$ cat config.mk
export PLATFORM = sky130hd
export DESIGN_NAME = if_fetch_unit
export DESIGN_NICKNAME = d
export VERILOG_FILES = /design/src/rtl/if_fetch_unit.sv
export SDC_FILE = /design/constraint.sdc
export NUM_CORES = 1
export LEC_CHECK = 0
export CORE_MARGIN = 2
export CORE_UTILIZATION = 52
export CTS_BUF_LIST = sky130_fd_sc_hd__clkbuf_8 sky130_fd_sc_hd__clkbuf_16
export DETAILED_ROUTE_END_ITERATION = 7
export GPL_ROUTABILITY_DRIVEN = 0
export PLACE_DENSITY_LB_ADDON = 0.3
export SYNTH_ARGS = -nofsm -noshare
export SYNTH_HDL_FRONTEND = slang
export SYNTH_SLANG_ARGS = --single-unit
$ cat constraint.sdc
create_clock -name clk -period 2.3 [get_ports clk]
set_input_delay 0.69 -clock clk [delete_from_list [all_inputs] [get_ports clk]]
set_output_delay 0.69 -clock clk [all_outputs]
set_load 0.01 [all_outputs]
$ cat src/rtl/if_fetch_unit.sv
// if_fetch_unit
// Instruction fetch stage. Holds the fetch PC, issues single-word reads to
// instruction memory over a req/gnt/rvalid handshake (one outstanding read at
// most), and hands each instruction with its PC to decode through a
// registered instruction register. A one-entry skid buffer catches a response
// that lands while decode is stalled. A redirect flushes everything buffered
// and drains any read still in flight.
//
// Ports:
//   clk, rst_n                 clock, async active-low reset
//   imem_req / imem_addr       read request and its word address (= fetch_pc)
//   imem_gnt                   request accepted this cycle
//   imem_rvalid / imem_rdata   read response
//   stall                      decode cannot accept; ir holds
//   redirect / redirect_pc     taken branch/jump: flush and refetch
//   ir / ir_pc / ir_valid      instruction register toward decode
//   perf_fetched, perf_stall   consume and stall-cycle counters
//                              (only when IF_PERF_CNT_EN is defined)
//
// State | meaning
// FETCH | no read outstanding; request when skid empty and no redirect
// WAIT  | read granted, waiting for its response
// DRAIN | read outstanding from before a redirect; its data is discarded

module if_fetch_unit #(
    parameter logic [31:0] RESET_PC = 32'h0000_3000
) (
    input  logic        clk,
    input  logic        rst_n,
    output logic        imem_req,
    output logic [31:0] imem_addr,
    input  logic        imem_gnt,
    input  logic        imem_rvalid,
    input  logic [31:0] imem_rdata,
    input  logic        stall,
    input  logic        redirect,
    input  logic [31:0] redirect_pc,
    output logic [31:0] ir,
    output logic [31:0] ir_pc,
    output logic        ir_valid
`ifdef IF_PERF_CNT_EN
    ,
    output logic [31:0] perf_fetched,
    output logic [31:0] perf_stall
`endif
);

    typedef enum logic [1:0] {
        ST_FETCH = 2'd0,
        ST_WAIT  = 2'd1,
        ST_DRAIN = 2'd2
    } state_t;

    state_t      state, state_next;
    logic [31:0] fetch_pc;
    logic [31:0] pend_pc;
    logic [31:0] skid;
    logic [31:0] skid_pc;
    logic        skid_valid;
    logic        grant;
    logic        consume;
    logic        resp_take;

    assign imem_addr = fetch_pc;
    assign grant     = imem_req && imem_gnt;
    assign consume   = ir_valid && !stall;
    // A response in WAIT is kept unless a redirect in the same cycle kills it.
    assign resp_take = (state == ST_WAIT) && imem_rvalid && !redirect;

    always_comb begin
        state_next = state;
        imem_req   = 1'b0;
        case (state)
            ST_FETCH: begin
                // rst_n gating keeps the request low while reset is held.
                imem_req = rst_n && !skid_valid && !redirect;
                if (imem_req && imem_gnt) begin
                    state_next = ST_WAIT;
                end
            end
            ST_WAIT: begin
                if (redirect) begin
                    state_next = imem_rvalid ? ST_FETCH : ST_DRAIN;
                end else if (imem_rvalid) begin
                    state_next = ST_FETCH;
                end
            end
            ST_DRAIN: begin
                if (imem_rvalid) begin
                    state_next = ST_FETCH;
                end
            end
            default: state_next = ST_FETCH;
        endcase
    end

    always_ff @(posedge clk or negedge rst_n) begin
        if (!rst_n) begin
            state    <= ST_FETCH;
            fetch_pc <= RESET_PC;
            pend_pc  <= 32'd0;
        end else begin
            state <= state_next;
            if (redirect) begin
                fetch_pc <= redirect_pc & 32'hFFFF_FFFC;
            end else if (grant) begin
                pend_pc  <= fetch_pc;
                fetch_pc <= fetch_pc + 32'd4;
            end
        end
    end

    always_ff @(posedge clk or negedge rst_n) begin
        if (!rst_n) begin
            ir         <= 32'd0;
            ir_pc      <= 32'd0;
            ir_valid   <= 1'b0;
            skid       <= 32'd0;
            skid_pc    <= 32'd0;
            skid_valid <= 1'b0;
        end else if (redirect) begin
            ir_valid   <= 1'b0;
            skid_valid <= 1'b0;
        end else if (consume) begin
            if (skid_valid) begin
                ir       <= skid;
                ir_pc    <= skid_pc;
                ir_valid <= 1'b1;
                // Skid stays occupied only if a new response refills it.
                if (resp_take) begin
                    skid    <= imem_rdata;
                    skid_pc <= pend_pc;
                end else begin
                    skid_valid <= 1'b0;
                end
            end else if (resp_take) begin
                ir    <= imem_rdata;
                ir_pc <= pend_pc;
            end else begin
                ir_valid <= 1'b0;
            end
        end else if (resp_take) begin
            if (!ir_valid) begin
                ir       <= imem_rdata;
                ir_pc    <= pend_pc;
                ir_valid <= 1'b1;
            end else begin
                skid       <= imem_rdata;
                skid_pc    <= pend_pc;
                skid_valid <= 1'b1;
            end
        end
    end

`ifdef IF_PERF_CNT_EN
    always_ff @(posedge clk or negedge rst_n) begin
        if (!rst_n) begin
            perf_fetched <= 32'd0;
            perf_stall   <= 32'd0;
        end else begin
            if (consume) begin
                perf_fetched <= perf_fetched + 32'd1;
            end
            if (ir_valid && stall) begin
                perf_stall <= perf_stall + 32'd1;
            end
        end
    end
`endif

endmodule

* After elaboration in Yosys (flattened, before gate mapping)
Cells that the tools add are included.
Operators by class: $mul 0, magnitude comparators 0, reductions and logical operators 22, add/sub/neg operators 1, equal/unequal tests 6, divide/modulo/power cells 0, bitwise logic cells 1, muxes and demuxes 37, shifts and indexed selects 0
Operators with widths (number):
- $mux 32 | 20
- $add 32x3->32 const B | 1
- $mux 1 | 12
- $mux 2 | 4
- $reduce_and 4->1 | 2
- $reduce_bool 2->1 | 4
- $logic_and 1x1->1 | 7
- $pmux 2 s3 | 1
- $reduce_and 2->1 | 3
- $reduce_bool 3->1 | 2
- $ne 2x2->1 const B | 2
- $ne 4x4->1 const B | 1
- $logic_not 1->1 | 3
- $eq 2x1->1 const B | 1
- $eq 2x2->1 const B | 1
- $logic_not 2->1 | 1
- $ne 2x1->1 const B | 1
- $not 1->1 | 1
Storage, ports and cells: memories 0, output and inout port bits 98, bits of input ports 70, bits in read-only memories 0, bits in registers 196, latch bits 0, RAM bits 0

* Depth between registers and ports, before layout
depth after elaboration 7, depth in mapped cells 7, gate-level depth less buffers 6

* Least setup slack after synthesis
Ideal clock, no wire load.
path kind register to register, from register fetch_pc[2] (netlist: imem_addr[2]), to register fetch_pc[26] (netlist: imem_addr[26]), arrival time 1.977 ns, setup time 0.129 ns, period minus slack after synthesis 2.106 ns, required time 2.171 ns, setup slack 0.194 ns, cell stages (with the launch flop) 7, cells stage by stage dfrtp_1 > ha_1 > nand4_2 > or3_4 > or4_4 > xor2_1 > o221ai_2
On the way: cells in the longest elaborated chain, start to end 3
Ends and longest elaborated chain:
- from (decl) | RTL line 55 | logic [31:0] fetch_pc;
- from (signal assigned) | RTL line 105 | fetch_pc <= redirect_pc & 32'hFFFF_FFFC;
- from (signal assigned) | RTL line 108 | fetch_pc <= fetch_pc + 32'd4;
- $add 32x3->32 | RTL line 108
- $mux 32 | RTL line 106 | end else if (grant) begin
- $mux 32 | RTL line 104 | if (redirect) begin
Every way passes these cells. The select of a mux whose other input is x is not followed. A chain may end at the register's enable or synchronous reset.

* Worst setup path after layout
from register fetch_pc[12] (netlist: imem_addr[12]), to output imem_addr[12]
RTL lines:
- to (decl) | RTL line 31 | output logic [31:0] imem_addr,
No word-level cell between the ends.

==> impl_metrics.csv <==
group,metric,value,unit
finish,area_growth,34.2,%
drt,wl_per_cell,16.4,µm
finish,nNetsFinal,1033,
logic_synthesis,synthMuxAreaShare,0.159,
finish,drive_above_1_share,0.177,
drt,wirelength,19600,µm
timing,slew_violations,0,
floorplan,die_h,131,µm
global_route,gr-usage-met2,0.397,
setup_path,cp-start-kind,"flip-flop",
logic_synthesis,synth-edff-count,0,
clock_tree,post_cts.repair.setup_buffers,0,
clock_tree,cts_tree,"done",
setup_path,max_stage_delay,0.59,ns
timing,tightest_slew,0.840,ns
clock_tree,clk_pin_slew_worst_paths,0.07,ns
floorplan,rows,46,
floorplan,pin_count,168,
global_route,grtUsageTotal,0.238,
setup_path,worstPathCellList,"clkdlybuf4s50_1",
drt,via_count,6563,
global_route,grt_pass1_wl,32100,µm
pwr,ir_worst_vdd,0.000496,V
timing,hold_viol_final,0,
setup_path,path_buf_inv,1,
clock_tree,hold_buffers,0,
timing,slew_headroom,0.440,
clock_tree,clock-root-buffer,"clkbuf_16",
setup_path,r2r_start,"imem_addr[3]",
drt,drtIter0Drc,386,
logic_synthesis,synth-seq-cells,188,
setup_path,crit_fanout,5,
logic_synthesis,avgSynthCellArea,10.9,µm²
clock_tree,cts_sinks,188,
global_route,grt.overflow.total,0,
floorplan,core,0.0158,mm²
place,dp_hpwl,13400,µm
global_route,first_global_vias,6431,
setup_path,path_delay_family,"flip-flops",
place,place_ws,-0.348,ns
logic_synthesis,yosys.area_share.simple,0.145,
floorplan,fp.dieW,131,µm
global_route,antenna_found_initial,0,
setup_path,cp_data_arrival_time,1.57,ns
setup_path,cp-startpoint,"imem_addr[12]",
logic_synthesis,synth_adder_area_share,0.00150,
place,placed_cells,1159,
pwr,switchingPower,2.60,mW
clock_tree,cts_max_path_buffers,2,
floorplan,die_area,0.0171,mm²
drt,ant_nets,0,
place,io_buffers,161,
logic_synthesis,synth_seq_area_share,0.563,
logic_synthesis,async_flop_share,1.00,
global_route,gr-max-usage-layer,"met2",
global_route,use_met3,0.0550,
timing,rsz0062_at_grt,"false",
floorplan,start_util,0.528,
setup_path,path_class,"flip-flop to output port",
logic_synthesis,synth_cells,770,
timing,period_needed,2.26,ns
setup_path,cp_data_required_time,1.61,ns
pwr,p_leak,5.47,nW
logic_synthesis,synthDistinctLibCells,55,
timing,worst_slack,0.0423,ns
logic_synthesis,synth_top_family_by_area,"multiplexers",
timing,finalSetupTns,0,ns
job,cap_violations,0,
setup_path,crit_path_end_kind,"output port",
clock_tree,cts_made_buffers,17,
timing,max_freq,443,MHz
logic_synthesis,synth_ff_type,"dfrtp_1",
worst_hold_path,hold_path_class,"input port to asynchronous set/reset pin",
timing,finalSetupViolations,0,
global_route,grt_max_degree,149,
logic_synthesis,yosysWarningCount,0,
drt,viasPerCell,5.51,
pwr,p_sw_frac,0.279,
status,outcome,"complete, no violations",
drt,drc_errors,0,
pwr,comb_power_share,0.235,
logic_synthesis,post_synth_instance_area,0.00836,mm²
drt,detail_route.first_pass.iterations,5,
timing,skew,0.0115,ns
logic_synthesis,synth_compound_area_frac,0.0949,
finish,fin_util,0.709,
clock_tree,insertion_delay,0.43,ns
clock_tree,htree_num_levels,4,
finish,final-instance-count-excl-fill,1192,
pwr,cell_internal_pwr,6.73,mW
pwr,p_seq_frac,0.456,
logic_synthesis,synthXorXnorAreaFrac,0.00105,
timing,fin_hold_ws,0.385,ns
global_route,met1_usage,0.320,
pwr,p_clk_frac,0.309,
pwr,power_density,832,mW/mm²
timing,fin_crit_sh,0.982,
setup_path,cp_slowest_cell,"dfstp_2",
## metal layers
metal,share of wire,wire length [µm]
met1,0.44,8700
met3,0.051,1000
met2,0.49,9640
met4,0.012,243
met5,0,0
## registers in the layout (all words and copies together) (netlist names)
signal      cells
ir_valid        1
state           2
ir             32
pend_pc        30
skid           32
skid_pc        30
imem_addr      30
ir_pc          30
skid_valid      1
## cells in the mapped netlist, types with 2 or more instances
master | n | area, µm²
a21o_1 | 3 | 22.5
a21oi_1 | 75 | 375
a221o_1 | 7 | 70.1
a22oi_1 | 2 | 15.0
a31oi_1 | 3 | 18.8
and3_1 | 4 | 25.0
and4_1 | 3 | 26.3
buf_1 | 5 | 18.8
buf_2 | 14 | 70.1
buf_4 | 5 | 37.5
clkbuf_1 | 21 | 78.8
clkbuf_2 | 2 | 10.0
clkbuf_8 | 5 | 68.8
dfrtp_1 | 186 | 4650
dfstp_2 | 2 | 52.6
inv_1 | 3 | 11.3
mux2_2 | 62 | 698
mux2i_1 | 63 | 631
nand2_1 | 126 | 473
nand3_1 | 25 | 125
nand3b_1 | 3 | 22.5
nand4_1 | 5 | 31.3
nand4_2 | 2 | 25.0
nor2_1 | 75 | 282
nor2b_1 | 2 | 12.5
nor3_1 | 5 | 25.0
nor4_1 | 4 | 25.0
o211ai_1 | 8 | 60.1
o21ai_0 | 12 | 60.1
o311ai_0 | 8 | 70.1
or3_1 | 2 | 12.5
or4_1 | 5 | 37.5
## layout make-up
cell class | count | area (µm²)
clock buffers | 18 | 439
repair buffers | 222 | 2250
well taps | 216 | 270
flip-flops and latches | 188 | 4710
clock inverters | 14 | 145
fillers | 1154 | 4610
multi-input cells | 530 | 3390
inverters | 3 | 11.3
diodes | 1 | 2.50
## power by group through the flow
stage	Sequential, mW	Clock, mW	Combinational [mW]
floorplan	4.46	0	0.686
finish	4.25	2.89	2.19
CTS	4.25	2.93	2.22
detailed placement	4.31	0	2.20
global route	4.34	3.06	2.41
global placement	4.29	0	2.14
## placed cells by master, fill, tap and decap left out, drive strengths merged, types with 4 or more instances in the layout
master | netlist | final
o211ai | 8 | 8
nor4 | 5 | 5
mux2i | 63 | 63
buf | 24 | 61
a21oi | 75 | 75
and3 | 4 | 4
o311ai | 8 | 8
clkbuf | 28 | 19
clkdlybuf4s50 | 0 | 157
and4 | 4 | 4
conb | 1 | 4
o21ai | 12 | 12
nand2 | 126 | 126
dfrtp | 186 | 186
inv | 3 | 7
nor2 | 76 | 76
mux2 | 62 | 62
nand3 | 25 | 25
a221o | 8 | 8
or4 | 6 | 6
clkinv | 0 | 6
nand4 | 7 | 7
nor3 | 6 | 6
## through the flow
step	instance area, µm²	power, mW
CTS	11200	9.40
detailed placement	10600	6.51
global placement	10600	6.43
global route	11200	9.81
finish	11200	9.33
floorplan	8370	5.15
## kinds of logic after synthesis
family,count (synthesis)
compound gates,128
xor+xnor,1
fa+ha+maj,1
buf+inv,55
flops,188
mux,125
other cells,1
simple gates,271
## path summary, 6_finish.rpt
check | end | slack (ns) | cells past startpoint
max | imem_addr[12] | 0.04 | 1
min | skid[4] | 0.39 | 2
max reg2reg | imem_addr[26] | 0.19 | 6
min reg2reg | pend_pc[3] | 0.50 | 2
max in group asynchronous | imem_addr[14] | 1.20 | 2
min in group clk | pend_pc[3] | 0.50 | 2
## repair_timing
item,CTS,global route
resized for setup,4,4
endpoints found under the setup margin,2,8
pin swaps,0,1
Note: power is estimated with default switching activity, not from simulation.
